==> src/rtl/alu_pkg.sv <==
// Shared ALU definitions: op code encoding and default data path width.
package alu_pkg;

  localparam int ALU_WIDTH_DEFAULT = 8;

  typedef enum logic [2:0] {
    OP_ADD    = 3'b000,
    OP_SUB    = 3'b001,
    OP_AND    = 3'b010,
    OP_OR     = 3'b011,
    OP_XOR    = 3'b100,
    OP_SHL    = 3'b101,
    OP_SHR    = 3'b110,
    OP_PASS_A = 3'b111
  } alu_op_e;

endpackage : alu_pkg

==> src/rtl/alu_if.sv <==
// Operand/operation request and registered result/flag bundle of the ALU.
interface alu_if
  import alu_pkg::*;
#(
  parameter int WIDTH = ALU_WIDTH_DEFAULT
);

  logic             in_valid;
  logic             carry_in;
  logic [WIDTH-1:0] input_a;
  logic [WIDTH-1:0] input_b;
  alu_op_e          operation;

  logic             out_valid;
  logic [WIDTH-1:0] alu_out;
  logic             flag_carry;
  logic             flag_overflow;
  logic             flag_zero;
  logic             flag_neg;

  modport master (
    output in_valid, carry_in, input_a, input_b, operation,
    input  out_valid, alu_out, flag_carry, flag_overflow, flag_zero, flag_neg
  );

  modport slave (
    input  in_valid, carry_in, input_a, input_b, operation,
    output out_valid, alu_out, flag_carry, flag_overflow, flag_zero, flag_neg
  );

endinterface : alu_if

==> src/rtl/alu_addsub.sv <==
// Combinational adder/subtractor; subtraction is A + ~B + 1 so carry means "no borrow".
module alu_addsub
  import alu_pkg::*;
#(
  parameter int WIDTH = ALU_WIDTH_DEFAULT
) (
  input  logic [WIDTH-1:0] a_i,
  input  logic [WIDTH-1:0] b_i,
  input  logic             carry_i,
  input  logic             subtract_i,
  output logic [WIDTH-1:0] result_o,
  output logic             carry_o,
  output logic             overflow_o
);

  logic [WIDTH-1:0] b_op_s;
  logic             cin_s;
  logic [WIDTH:0]   sum_s;

  // Operand conditioning, (WIDTH+1)-bit sum and signed overflow detection
  always_comb begin
    b_op_s     = {WIDTH{1'b0}};
    cin_s      = 1'b0;
    sum_s      = {(WIDTH+1){1'b0}};
    overflow_o = 1'b0;
    if (subtract_i) begin
      b_op_s = ~b_i;
      cin_s  = 1'b1;
    end else begin
      b_op_s = b_i;
      cin_s  = carry_i;
    end
    sum_s      = {1'b0, a_i} + {1'b0, b_op_s} + {{WIDTH{1'b0}}, cin_s};
    overflow_o = (a_i[WIDTH-1] == b_op_s[WIDTH-1]) && (sum_s[WIDTH-1] != a_i[WIDTH-1]);
  end

  assign result_o = sum_s[WIDTH-1:0];
  assign carry_o  = sum_s[WIDTH];

endmodule : alu_addsub

==> src/rtl/alu.sv <==
// Single-cycle ALU: combinational result/flags feeding one output register stage.
module alu
  import alu_pkg::*;
#(
  parameter int WIDTH = ALU_WIDTH_DEFAULT
) (
  input logic   clk,
  input logic   rst_n,
  alu_if.slave  bus
);

  logic [WIDTH-1:0] as_result_s;
  logic             as_carry_s;
  logic             as_overflow_s;
  logic             is_sub_s;

  logic [WIDTH-1:0] res_s;
  logic             carry_s;
  logic             overflow_s;

  logic             valid_d,    valid_q;
  logic [WIDTH-1:0] out_d,      out_q;
  logic             carry_d,    carry_q;
  logic             overflow_d, overflow_q;
  logic             zero_d,     zero_q;
  logic             neg_d,      neg_q;

  assign is_sub_s = (bus.operation == OP_SUB);

  alu_addsub #(.WIDTH(WIDTH)) u_addsub (
    .a_i        (bus.input_a),
    .b_i        (bus.input_b),
    .carry_i    (bus.carry_in),
    .subtract_i (is_sub_s),
    .result_o   (as_result_s),
    .carry_o    (as_carry_s),
    .overflow_o (as_overflow_s)
  );

  // Result and carry/overflow selection by op code
  always_comb begin
    res_s      = {WIDTH{1'b0}};
    carry_s    = 1'b0;
    overflow_s = 1'b0;
    case (bus.operation)
      OP_ADD, OP_SUB: begin
        res_s      = as_result_s;
        carry_s    = as_carry_s;
        overflow_s = as_overflow_s;
      end
      OP_AND:    res_s = bus.input_a & bus.input_b;
      OP_OR:     res_s = bus.input_a | bus.input_b;
      OP_XOR:    res_s = bus.input_a ^ bus.input_b;
      OP_SHL: begin
        res_s   = {bus.input_a[WIDTH-2:0], 1'b0};
        carry_s = bus.input_a[WIDTH-1];
      end
      OP_SHR: begin
        res_s   = {1'b0, bus.input_a[WIDTH-1:1]};
        carry_s = bus.input_a[0];
      end
      OP_PASS_A: res_s = bus.input_a;
      default: begin
        res_s      = {WIDTH{1'b0}};
        carry_s    = 1'b0;
        overflow_s = 1'b0;
      end
    endcase
  end

  // Next state: load on in_valid, otherwise hold data and drop valid
  always_comb begin
    valid_d    = bus.in_valid;
    out_d      = out_q;
    carry_d    = carry_q;
    overflow_d = overflow_q;
    zero_d     = zero_q;
    neg_d      = neg_q;
    if (bus.in_valid) begin
      out_d      = res_s;
      carry_d    = carry_s;
      overflow_d = overflow_s;
      zero_d     = (res_s == {WIDTH{1'b0}});
      neg_d      = res_s[WIDTH-1];
    end else begin
      out_d      = out_q;
      carry_d    = carry_q;
      overflow_d = overflow_q;
      zero_d     = zero_q;
      neg_d      = neg_q;
    end
  end

  // Output register stage; reset clears everything asynchronously
  always_ff @(posedge clk or negedge rst_n) begin
    if (!rst_n) begin
      valid_q    <= 1'b0;
      out_q      <= {WIDTH{1'b0}};
      carry_q    <= 1'b0;
      overflow_q <= 1'b0;
      zero_q     <= 1'b0;
      neg_q      <= 1'b0;
    end else begin
      valid_q    <= valid_d;
      out_q      <= out_d;
      carry_q    <= carry_d;
      overflow_q <= overflow_d;
      zero_q     <= zero_d;
      neg_q      <= neg_d;
    end
  end

  assign bus.out_valid     = valid_q;
  assign bus.alu_out       = out_q;
  assign bus.flag_carry    = carry_q;
  assign bus.flag_overflow = overflow_q;
  assign bus.flag_zero     = zero_q;
  assign bus.flag_neg      = neg_q;

endmodule : alu

==> src/flat_wrapper.sv <==
// flat-port wrapper written by rule: the top's interface ports become plain ports
module alu_flat import alu_pkg::*;
#(
  parameter int WIDTH = ALU_WIDTH_DEFAULT
)
  (clk, rst_n, bus_in_valid, bus_carry_in, bus_input_a, bus_input_b, bus_operation, bus_out_valid, bus_alu_out, bus_flag_carry, bus_flag_overflow, bus_flag_zero, bus_flag_neg);
  alu_if #(.WIDTH(WIDTH)) bus_i ();
  input logic clk;
  input logic rst_n;
  input wire logic [$bits(bus_i.in_valid)-1:0] bus_in_valid;
  input wire logic [$bits(bus_i.carry_in)-1:0] bus_carry_in;
  input wire logic [$bits(bus_i.input_a)-1:0] bus_input_a;
  input wire logic [$bits(bus_i.input_b)-1:0] bus_input_b;
  input wire logic [$bits(bus_i.operation)-1:0] bus_operation;
  output wire logic [$bits(bus_i.out_valid)-1:0] bus_out_valid;
  output wire logic [$bits(bus_i.alu_out)-1:0] bus_alu_out;
  output wire logic [$bits(bus_i.flag_carry)-1:0] bus_flag_carry;
  output wire logic [$bits(bus_i.flag_overflow)-1:0] bus_flag_overflow;
  output wire logic [$bits(bus_i.flag_zero)-1:0] bus_flag_zero;
  output wire logic [$bits(bus_i.flag_neg)-1:0] bus_flag_neg;
  assign bus_i.in_valid = bus_in_valid;
  assign bus_i.carry_in = bus_carry_in;
  assign bus_i.input_a = bus_input_a;
  assign bus_i.input_b = bus_input_b;
  assign bus_i.operation = bus_operation;
  assign bus_out_valid = bus_i.out_valid;
  assign bus_alu_out = bus_i.alu_out;
  assign bus_flag_carry = bus_i.flag_carry;
  assign bus_flag_overflow = bus_i.flag_overflow;
  assign bus_flag_zero = bus_i.flag_zero;
  assign bus_flag_neg = bus_i.flag_neg;
  alu #(.WIDTH(WIDTH)) u_core (.clk(clk), .rst_n(rst_n), .bus(bus_i));
endmodule
==> config.mk <==
export PLATFORM = sky130hd
export DESIGN_NAME = alu_flat
export DESIGN_NICKNAME = d
export VERILOG_FILES = /design/src/rtl/alu_pkg.sv /design/src/rtl/alu_if.sv /design/src/rtl/alu_addsub.sv /design/src/rtl/alu.sv /design/src/flat_wrapper.sv
export SDC_FILE = /design/constraint.sdc
export NUM_CORES = 1
export LEC_CHECK = 0
export CAP_MARGIN = 30
export CORE_MARGIN = 2
export CORE_UTILIZATION = 47
export CTS_CLUSTER_DIAMETER = 200
export DETAILED_ROUTE_END_ITERATION = 12
export PLACE_DENSITY = 0.77
export SLEW_MARGIN = 20
export SYNTH_ARGS = -nofsm -noshare
export SYNTH_HDL_FRONTEND = slang
export SYNTH_SLANG_ARGS = --single-unit
==> constraint.sdc <==
create_clock -name clk -period 0.9 [get_ports clk]
set_clock_uncertainty 0.1 [all_clocks]
set_input_delay 0.18 -clock clk [delete_from_list [all_inputs] [get_ports clk]]
set_output_delay 0.18 -clock clk [all_outputs]
set_load 0.05 [all_outputs]
# Word-level counts from Yosys, hierarchy flattened
# Index checks and enable logic that the tools add are counted.
[totals]
in_bits = 23
elab_cells = 30
reg_bits = 13
out_inout_bits = 13
[op_classes]
bitwise = 4
mux = 5
reduce_logical = 4
add_sub_neg = 2
n_eq_ne = 9
[ops]
columns = ["operator", "count"]
rows = [
  ["8-bit one-hot mux with 7 select lines", 1],
  ["3-bit equality test, second input constant", 4],
  ["8-bit by 8-bit adder with 9-bit output", 1],
  ["9-bit by 1-bit adder with 9-bit output", 1],
  ["8-bit AND", 1],
  ["8-bit logical NOT", 1],
  ["8-bit 2-to-1 mux", 1],
  ["8-bit NOT", 1],
  ["8-bit OR", 1],
  ["8-bit bitwise XOR", 1],
  ["3-bit by 2-bit equality test with 1-bit output, second input constant", 2],
  ["3-bit by 1-bit equality test with 1-bit output, second input constant", 1],
  ["3-bit logical NOT", 1],
  ["1-bit one-hot mux with 3 select lines", 1],
  ["1-bit 2-to-1 mux", 2],
  ["2-bit OR reduction", 1],
  ["1-bit equality test", 1],
  ["1-bit logical AND", 1],
  ["1-bit != test", 1],
]

# Longest topological paths before layout
[logic_depth]
ltp_word = 7
mapped_depth = 14

# By module
# A second synthesis with hierarchy kept.
[unflattened]
cells_unflattened = 207
area_unflattened_um2 = 1710.4
[by_module_without_submodules]
columns = ["module", "area_each_um2", "instances", "cells_each"]
rows = [
  ["alu", 1266.2, 1, 152],
  ["alu_addsub", 444.2, 1, 55],
]

# Worst setup path after synthesis
# OpenSTA, ideal clock, no wires.
[synth_path]
path_kind = "in2reg"
from = "input port bus_operation[2]"
to = "register u_core.zero_q, in the netlist u_core.bus.flag_zero"
path_stages = 13
path_buffers = 2
setup_slack_ns = -2.223
arrival_time_ns = 2.920
setup_time_ns = 0.104
cell_sequence = "buf_2 nor2_1 and2_1 buf_2 xnor2_1 fa_1 inv_1 fa_1 nor2b_1 a311o_1 a32oi_1 nand4_1 o41ai_2"
[synth_between]
elab_chain_len = 6
elab_cells_between_ends = 15
[synth_lines]
columns = ["element", "line", "text"]
rows = [
  ["from (decl)", "flat_wrapper.sv:14", "input wire logic [$bits(bus_i.operation)-1:0] bus_operation;"],
  ["3-bit by 1-bit equality test with 1-bit output", "alu.sv:28, alu.sv:45", ""],
  ["8-bit 2-to-1 mux", "alu_addsub.sv:26", "if (subtract_i) begin"],
  ["8-bit by 8-bit adder with 9-bit output", "alu_addsub.sv:33", "sum_s = {1'b0, a_i} + {1'b0, b_op_s} + {{WIDTH{1'b0}}, cin_s};"],
  ["9-bit by 1-bit adder with 9-bit output", "alu_addsub.sv:33", ""],
  ["8-bit one-hot mux with 7 select lines (*)", "alu.sv:45", "case (bus.operation)"],
  ["8-bit logical NOT (*)", "alu.sv:83", "zero_d = (res_s == {WIDTH{1'b0}});"],
  ["to (signal assigned)", "alu.sv:108", "zero_q <= zero_d;"],
  ["to (decl)", "alu.sv:25", "logic zero_d, zero_q;"],
]
# Every way passes the cells marked *; elsewhere a longest branch is shown, timed or not.
# A chain may end at the register's enable or synchronous reset.

# Worst setup path after layout
# Same ends and word-level chain as after synthesis.

==> metrics <==
Seq/Total Area, Yosys=0.170; power density over cell area=1150 nW/um2; top_reg_cell synth=sky130_fd_sc_hd__dfrtp_1; last weighted congestion value of the routability-driven placer=0.968; Distinct cells, synth=50; Final Cycle Share=2.95; Via-to-Cell Ratio=6.02; initial standard-cell utilization of the core=0.486; die outline area=between 4000 and 5000 um2; number of hold buffers added after CTS=0; Total Power=between 3 and 4 mW; Die Y=65.3 um; H-tree depth=1; number of failing hold endpoints at the final stage=0; CTS Buffer Depth=2; startpoint class of the critical path=input port; Arr. time, crit path=about 2700 ps; share of flip-flops with an asynchronous set or reset after synthesis=1.00; maximum vdd drop=between 1 and 1.5 mV; Relative slew margins=0.537; summed negative setup slack over all endpoints=-17,770 ps; placed cell area=2710 um2; synthesis-to-layout area growth=79.0%; average cell area after synthesis=8.29 um2; clock transition at the registers of the reported paths=50 ps; CP max FO=3; die span in x=approximately 65 um; most common cell after layout, fill and taps aside=sky130_fd_sc_hd__buf_4; Port-buffer cells=35; clock latency at the later pin of the worst-skew pair=240 ps; nature of the critical path endpoint=flip-flop; buffer cell driving the clock tree root=sky130_fd_sc_hd__clkbuf_8; maximum number of pins on one net before global-route repair=35; clock tree from TritonCTS=built; unrepaired setup endpoints after global routing=true; flop and latch count out of synthesis=12; commonest cells after routing, fill and taps aside=60 x sky130_fd_sc_hd__buf_4, 20 x sky130_fd_sc_hd__ha_1, 17 x sky130_fd_sc_hd__inv_1, 15 x sky130_fd_sc_hd__clkdlybuf4s50_1, 15 x sky130_fd_sc_hd__buf_12; CTS Sinks=12; status=finished, violations left; transition at the pin with the smallest max-transition slack=695 ps; DRC=0; Warnings, synthesis=0; f_max=377 MHz; total of max-cap violations=0; max-slew violations=0; total setup violations reported at the end of the flow=24; syn_nets=262; Leak=~1.4 nW; netlist area before placement=about 1800 um2; dpl hpwl=3.87 mm; worst hold margin=181 ps; required time at the worst-slack endpoint=930 ps; detailed router's first-iteration violation count=120; drt pass-1 iters=6; placeable core region=3630 um2; total number of vias=2,130; number of nets in the finished design=356; class of the tightest hold or removal check=input port to async pin; gate count of the mapped netlist=approximately 210; GR Util All Layers=0.296; critical path type=input port to flip-flop; global route total overflow=0; total CTS buffers=3; Avg WL per Cell=19.6 um; Worst Setup Slack, final=-1750 ps; fraction of final layout cells with drive strength greater than 1=0.464; # IOs=36; first-pass GRT wire length=9.73 mm; violated checks=negative setup slack; total length of routed wires=6.93 mm; antenna violations before repair=0; final critical path time including I/O delays and setup=between 2000 and 3000 ps; Design Area, Final=3160 um2; count of flip-flops with a built-in enable after synthesis=0; n_diodes=0; number of routed nets with antenna violations=0; layout filler cell count=169; Util after Layout=0.870; via count of the first global-routing pass=2,127; number of rows created at floorplan=22
[power by group]
part	switching [mW]	internal, mW	total, mW
clock network	0.192	0.312	0.503
registers	0.0851	0.614	0.699
logic	1.19	1.24	2.44
[worst max-delay path, stage by stage]
cell and delay [ps]:
sky130_fd_sc_hd__buf_6 100, sky130_fd_sc_hd__nor2_4 110, sky130_fd_sc_hd__and2_4 190, sky130_fd_sc_hd__xnor2_2 130, sky130_fd_sc_hd__fa_2 240, sky130_fd_sc_hd__inv_2 40, sky130_fd_sc_hd__fa_2 380, sky130_fd_sc_hd__a21o_1 210
sky130_fd_sc_hd__a211oi_2 280, sky130_fd_sc_hd__o311ai_2 160, sky130_fd_sc_hd__a311o_1 340, sky130_fd_sc_hd__o41ai_2 320
[sequential cells by signal (all words and copies together) (netlist names)]
| signal | flops |
|---|---|
| u_core.bus.alu_out | 7 |
| u_core.bus.flag_carry | 1 |
| u_core.bus.flag_overflow | 1 |
| u_core.bus.flag_neg | 1 |
| u_core.bus.flag_zero | 1 |
| u_core.bus.out_valid | 1 |
[cell type report]
type	count	area [um2]	area share
multi-input combinational	167	1650	0.522
timing repair buffer	102	1030	0.324
sequential	12	302	0.0954
inverter	21	78.8	0.0249
tap	48	60.1	0.0190
clock buffer	4	45.0	0.0142
[synth_stat cells, types with 6 or more instances]
| cell type | number | area share |
|---|---|---|
| sky130_fd_sc_hd__buf_2 | 7 | 0.020 |
| sky130_fd_sc_hd__and2_1 | 6 | 0.021 |
| sky130_fd_sc_hd__nand2_1 | 10 | 0.021 |
| sky130_fd_sc_hd__nor2_1 | 16 | 0.034 |
| sky130_fd_sc_hd__ha_1 | 24 | 0.17 |
| sky130_fd_sc_hd__inv_1 | 21 | 0.045 |
| sky130_fd_sc_hd__o21ai_0 | 10 | 0.028 |
| sky130_fd_sc_hd__nand3_1 | 6 | 0.017 |
| sky130_fd_sc_hd__a21oi_1 | 11 | 0.031 |
| sky130_fd_sc_hd__nor2b_1 | 6 | 0.021 |
| sky130_fd_sc_hd__xnor2_1 | 10 | 0.050 |
| sky130_fd_sc_hd__dfrtp_1 | 12 | 0.17 |
[through the flow]
| stage | cells | setup WS (ps) |
|---|---|---|
| final | 354 | -1750 |
| after global routing | 354 | -1790 |
| after CTS | 350 | -1620 |
| after detailed placement | 337 | -2170 |
| after global placement | 337 | -2080 |
| after floorplan | 213 | -1870 |
[metal layers]
layer	global-route usage	part of all wire	up-vias
li1	-	-	950
met1	0.333	0.37	996
met2	0.542	0.51	132
met3	0.0377	0.062	52
met4	0.151	0.067	0
met5	0	0	-
[path summary, 6_finish.rpt]
| kind | startpoint | end | slack [ps] | cells after the start |
|---|---|---|---|---|
| max | bus_operation[2] | u_core.bus.flag_zero$_DFFE_PN0P_ | -1750 | 12 |
| min | rst_n | u_core.bus.out_valid$_DFF_PN0_ | 180 | 2 |
| max reg2reg | u_core.bus.alu_out[6]$_DFFE_PN0P_ | u_core.bus.alu_out[6]$_DFFE_PN0P_ | -130 | 2 |
| min reg2reg | u_core.bus.flag_overflow$_DFFE_PN0P_ | u_core.bus.flag_overflow$_DFFE_PN0P_ | 450 | 2 |
| max in group asynchronous | rst_n | u_core.bus.flag_neg$_DFFE_PN0P_ | 400 | 2 |
| min in group clk | u_core.bus.flag_overflow$_DFFE_PN0P_ | u_core.bus.flag_overflow$_DFFE_PN0P_ | 450 | 2 |
[logic make-up after synthesis]
kind of cell	count (synthesis)	synth area share
flip-flops	12	0.170
AO/OA/AOI/OAI	50	0.201
multiplexers	11	0.0814
XOR/XNOR	10	0.0496
AND/OR/NAND/NOR	70	0.215
adder cells (fa/ha/maj)	26	0.193
buffers and inverters	34	0.0899
[what timing repair did]
action,4_1_cts,5_1_grt
gates resized for setup,49,27
pin swaps,33,17
setup endpoints to repair,24,24
buffers inserted,9,7
Power figures use the tool's default switching activity.
